### src/rtl/one_count_seq.sv
// Sequencer that hands a 16-bit word to an external ones counter, waits for its result and offers it downstream.
// Optional ONE_COUNT_SEQ_TOTAL_EN adds o_total, a 32-bit running sum of every transferred count.
module one_count_seq #(
    parameter int unsigned TIMEOUT = 31
) (
    input  logic        i_clk,
    input  logic        i_rst_,
    input  logic        i_inValid,
    output logic        o_inReady,
    input  logic [15:0] i_inData,
    output logic [15:0] o_cntData,
    output logic        o_cntRst,
    input  logic        i_cntDone,
    input  logic [15:0] i_cntCount,
    output logic        o_outValid,
    input  logic        i_outReady,
    output logic [15:0] o_outCount,
    output logic        o_err
`ifdef ONE_COUNT_SEQ_TOTAL_EN
    ,
    output logic [31:0] o_total
`endif
);

    typedef enum logic [1:0] {IDLE, START, WAIT, OUT} state_e;

    localparam logic [4:0] TIMEOUT_C = 5'(TIMEOUT);

    state_e      state_q, state_d;
    logic [15:0] word_q, word_d;
    logic [15:0] count_q, count_d;
    logic [4:0]  tcnt_q, tcnt_d;
    logic        cnt_rst_q, cnt_rst_d;
    logic        valid_q, valid_d;
    logic        err_q, err_d;

    always_comb begin
        state_d   = state_q;
        word_d    = word_q;
        count_d   = count_q;
        tcnt_d    = tcnt_q;
        cnt_rst_d = 1'b0;
        valid_d   = valid_q;
        err_d     = err_q;
        case (state_q)
            IDLE: begin
                if (i_inValid) begin
                    word_d    = i_inData;
                    cnt_rst_d = 1'b1;
                    state_d   = START;
                end
            end
            START: begin
                tcnt_d  = '0;
                state_d = WAIT;
            end
            WAIT: begin
                tcnt_d = tcnt_q + 5'd1;
                // tcnt_q==0 marks the first WAIT cycle, where done may still be left over from the last word
                if (i_cntDone && (tcnt_q != 5'd0)) begin
                    count_d = i_cntCount;
                    valid_d = 1'b1;
                    state_d = OUT;
                end else if (tcnt_d == TIMEOUT_C) begin
                    err_d   = 1'b1;
                    state_d = IDLE;
                end
            end
            OUT: begin
                if (i_outReady) begin
                    valid_d = 1'b0;
                    state_d = IDLE;
                end
            end
            default: state_d = IDLE;
        endcase
    end

    always_ff @(posedge i_clk) begin
        if (!i_rst_) begin
            state_q   <= IDLE;
            word_q    <= '0;
            count_q   <= '0;
            tcnt_q    <= '0;
            cnt_rst_q <= 1'b1;
            valid_q   <= 1'b0;
            err_q     <= 1'b0;
        end else begin
            state_q   <= state_d;
            word_q    <= word_d;
            count_q   <= count_d;
            tcnt_q    <= tcnt_d;
            cnt_rst_q <= cnt_rst_d;
            valid_q   <= valid_d;
            err_q     <= err_d;
        end
    end

    assign o_inReady  = (state_q == IDLE);
    assign o_cntData  = word_q;
    assign o_cntRst   = cnt_rst_q;
    assign o_outValid = valid_q;
    assign o_outCount = count_q;
    assign o_err      = err_q;

`ifdef ONE_COUNT_SEQ_TOTAL_EN
    logic [31:0] total_q, total_d;

    always_comb begin
        total_d = total_q;
        if ((state_q == OUT) && i_outReady) total_d = total_q + 32'(count_q);
    end

    always_ff @(posedge i_clk) begin
        if (!i_rst_) total_q <= '0;
        else         total_q <= total_d;
    end

    assign o_total = total_q;
`endif

endmodule
### config.mk
export PLATFORM = sky130hd
export DESIGN_NAME = one_count_seq
export DESIGN_NICKNAME = d
export VERILOG_FILES = /design/src/rtl/one_count_seq.sv
export SDC_FILE = /design/constraint.sdc
export NUM_CORES = 1
export LEC_CHECK = 0
export CAP_MARGIN = 20
export CORE_MARGIN = 1.5
export CORE_UTILIZATION = 45
export DETAILED_ROUTE_END_ITERATION = 6
export HOLD_SLACK_MARGIN = 0.05
export PLACE_DENSITY = 0.82
export RECOVER_POWER = 50
export SLEW_MARGIN = 20
export SYNTH_ARGS = -nofsm -noshare
export SYNTH_HDL_FRONTEND = slang
export SYNTH_SLANG_ARGS = --single-unit
### constraint.sdc
create_clock -name i_clk -period 3.12 [get_ports i_clk]
set_input_delay 0.78 -clock i_clk [delete_from_list [all_inputs] [get_ports i_clk]]
set_output_delay 0.78 -clock i_clk [all_outputs]
set_load 0.01 [all_outputs]
-- Word level (Yosys, flattened, before mapping)
Cells that the tools add are included.
- word-level logic and storage cells: 38
- input bits: 37
- bits in registers: 42
- output and inout bits: 36
- muxes and demuxes: 11
- reduce and logical (&&, ||, !) cells: 10
- eq/ne operators: 8
- bitwise operators: 1
- add/subtract/negate cells: 1
- operators with widths (operator ; number):
    5-bit one-hot mux with 2 select lines ; 1
    3-bit AND reduction ; 3
    2-bit 2-to-1 mux ; 4
    2-bit one-hot mux with 4 select lines ; 1
    2-bit inequality test (second input constant) ; 3
    5-bit by 1-bit adder with 5-bit output (second input constant) ; 1
    5-bit equality test (second input constant) ; 1
    5-bit nonzero test ; 1
    2-bit equality test (second input constant) ; 2
    1-bit 2-to-1 mux ; 4
    2-bit AND reduction ; 2
    2-bit nonzero test ; 2
    3-bit inequality test (second input constant) ; 1
    2-bit by 1-bit equality test with 1-bit output (second input constant) ; 1
    2-bit logical NOT ; 1
    1-bit one-hot mux with 2 select lines ; 1
    1-bit logical AND ; 1
    1-bit NOT ; 1

-- Depth between registers and ports, before layout
- depth after elaboration: 5
- mapped depth: 8
- gate-level depth less buffers: 7

-- Worst setup path before layout
OpenSTA, ideal clock, no wires.
- path kind: reg-to-reg
- from: register tcnt_q[0]
- to: register count_q[10] (netlist: o_outCount[10])
- cell stages (with the launch flop): 9
- arrival: 1.624 ns
- slack: 1.368 ns
- clock period less this slack: 1.752 ns
- cell sequence: dfxtp_1 > inv_1 > ha_1 > or4b_4 > nand3_2 > buf_6 > buf_12 > mux2i_1 > nor2_1
- word-level cells in the longest chain between the ends: 3
- RTL lines (item ; line ; source):
    start, declared ; 32 ; logic [4:0] tcnt_q, tcnt_d;
    start signal, assigned ; 92 ; tcnt_q <= tcnt_d;
    5-bit nonzero test ; 60 ; if (i_cntDone && (tcnt_q != 5'd0)) begin
    1-bit logical AND ; 60 ;
    2-bit AND reduction (no line) ; - ;
    end signal, assigned ; 91 ; count_q <= count_d;
    end, declared ; 31 ; logic [15:0] count_q, count_d;
No other way between the ends.
A chain may end at the register's enable or synchronous reset.

-- Worst setup path in the final report
- from: register state_q[0]
- to: output port o_inReady
- word-level cells in the longest chain between the ends: 1
- RTL lines (item ; line ; source):
    start, declared ; 29 ; state_e state_q, state_d;
    start signal, assigned ; 89 ; state_q <= state_d;
    2-bit logical NOT ; 99 ; assign o_inReady = (state_q == IDLE);
    end, declared ; 9 ; output logic o_inReady,
No other way between the ends.

==> metrics.yaml <==
cts_resized: 0
synthAdderAreaFrac_pct: 4.37
synth_area_um2: 1720
layout_setup_ws_ps: 847
finClkSkew_ps: 3.57
report.final.setup_viol: 0
drive_gt1_share_pct: 4.92
fp.coreArea_um2: 3660
cts_buffers: 5
async_flop_share_pct: 0
final_core_util_pct: 69.5
num_rows: 22
synth_top_area_cell: "dfxtp_1"
drtPass1Iterations: 4
nets: 306
place_congestion: 0.772
clock_sinks: 42
ir_worst_vdd_mv: 0.278
grt_first_pass_wirelength_um: 6190
synth_cell_types: 30
crit_path_start_kind: "register"
insertion_delay_ps: 290
final_antenna_net_count: 0
crit_arrival_ps: 1490
ctsHoldBuffers: 0
timing.final.crit_share_pct: 72.8
grt_pass1_vias: 1403
global_route.usage.met3_pct: 6.77
grt.busiest_layer: "met2"
yosys.area_share.simple_pct: 19.9
wl_per_cell_um: 11.8
fp.dieW_um: 64.8
place_ws_ps: 765
whs_ps: 454
io_pins: 73
dp.cells: 304
critPathCaptureType: "output port"
path_cells: "inv_1 > ha_1 > clkdlybuf4s50_1"
portBuffers: 72
dp.final_hpwl_um: 2600
period_minus_slack_ps: 2270
drt_iter0_drc: 112
syn2layout_area_growth_pct: 48.0
ys_ff_latch: 42
crit_path_top_delay_cell: "clkdlybuf4s50_1"
synth_area_leaders: "dfxtp_1, mux2i_1, nand2_1, a21oi_1, ha_1"
leakagePower_nw: 1.13
drv_cap: 0
critPathMaxFanout: 4
die_h_um: 64.8
maxSlewViolCount: 0
tns_ps: 0
cts_tree: "done"
start_util_pct: 47.0
final_cell_area_um2: 2540
synth_seq_area_share_pct: 48.9
synth_top_area_share_pct: 48.9
wirelength_um: 3690
synth_top_family_by_area: "simple AND/OR/NAND/NOR gates"
hold_viol_final: 0
route.detailed.drc: 0
synth_ff_type: "dfxtp_1"
synthMuxAreaShare_pct: 9.32
max_stage_delay_ps: 560
met1_usage_pct: 23.6
num_antenna_cells: 0
synth_xor_area_share_pct: 0
clockBufferDepth: 2
synth_edf_count: 0
grt.total_usage_pct: 19.1
power_density_nw_per_um2: 575
slew_headroom_pct: 46.7
fmax_mhz: 440
cts_setup_buffers: 0
yosysMostFrequentCell: "dfxtp_1"
antenna_found_initial: 0
final_cells: 312
syn_nets: 236
outcome: "complete, no violations"
rsz0062_at_grt: "no"
critical_path_class: "register to output port"
yosys_warnings: 0
htreeDepth: 2
die_area_um2: 4200
root_buffer: "clkbuf_8"
tightest_slew_ps: 799
dpl_cell_area_um2: 2450
design_power_total_mw: 1.46
synth_common_cells: "dfxtp_1, nand2_1, a21oi_1"
grt.met2_usage_pct: 30.9
avgSynthCellArea_um2: 8.91
viasPerCell: 4.95
synth_cells: 193
synth-compound-area-share_pct: 12.2
min_path_type: "register to register"
cp.required_ps: 2340
via_count: 1544
grt_overflow: 0
clk_pin_slew_worst_paths_ps: 70
grt_max_degree: 22
-- power by group --
| part | internal [mW] | switching, mW | total (mW) | leakage [nW] |
|---|---|---|---|---|
| Clock | 0.239 | 0.181 | 0.419 | 0.0514 |
| Sequential | 0.591 | 0.0330 | 0.624 | 0.341 |
| Combinational | 0.198 | 0.223 | 0.421 | 0.737 |
| Total | 1.03 | 0.437 | 1.46 | 1.13 |
-- logic make-up (layout without fill, tap and decap cells) --
family / Yosys count / after routing
AND/OR/NAND/NOR: 77 / 77
AO/OA/AOI/OAI: 34 / 34
adder cells (fa/ha/maj): 6 / 6
buffers and inverters: 18 / 89
flip-flops: 42 / 42
multiplexers: 16 / 16
-- registers in the layout, summed over array words and instances (netlist names) --
name        flops
o_cntData      16
o_outCount     16
tcnt_q          5
state_q         2
o_cntRst        1
o_err           1
o_outValid      1
-- critical path, delay by kind of cell, from the launching register on --
kind	cells	cell delay, ps
flip-flops	1	340
adder cells (fa/ha/maj)	1	210
buffers and inverters	2	650
-- per-layer routing --
| metal | part of all wire, % | vias to the layer above |
|---|---|---|
| met3 | 8.3 | 7 |
| li1 | - | 785 |
| met4 | 1.6 | 0 |
| met1 | 46 | 692 |
| met5 | 0 | - |
| met2 | 44 | 60 |
-- path summary, 6_finish.rpt --
check	startpoint	end	slack (ps)	cells after the start
worst max-delay path	state_q[0]	o_inReady	850	3
worst min-delay path	o_cntData[3]	o_cntData[3]	450	2
worst max register to register	tcnt_q[0]	o_outCount[7]	1160	6
worst min register to register	o_cntData[3]	o_cntData[3]	450	2
-- cells in the final DEF (no fill, tap or decap), drive strengths merged --
| cell | instances |
|---|---|
| a21boi | 2 |
| a21oi | 24 |
| a311oi | 2 |
| a31oi | 1 |
| and2 | 1 |
| and3b | 1 |
| and4b | 1 |
| buf | 1 |
| bufinv | 1 |
| clkbuf | 6 |
| clkdlybuf4s50 | 45 |
| clkinvlp | 1 |
| dfxtp | 42 |
| dlygate4sd3 | 27 |
| ha | 6 |
| inv | 8 |
| mux2i | 16 |
| nand2 | 40 |
| nand2b | 2 |
| nand3 | 5 |
| nand4 | 2 |
| nor2 | 20 |
| nor3 | 2 |
| nor3b | 1 |
| o21a | 1 |
| o21ai | 3 |
| o22ai | 1 |
| or2 | 1 |
| or4b | 1 |
-- layout make-up --
class                           instances  area (µm²)
Inverter                                8        30.0
Tap cell                               48        60.1
Clock buffer                            6        72.6
Timing Repair Buffer                   73         728
Fill cell                             301        1120
Clock inverter                          2        37.5
Multi-Input combinational cell        133         776
Sequential cell                        42         841
Power figures use the tool's default switching activity.
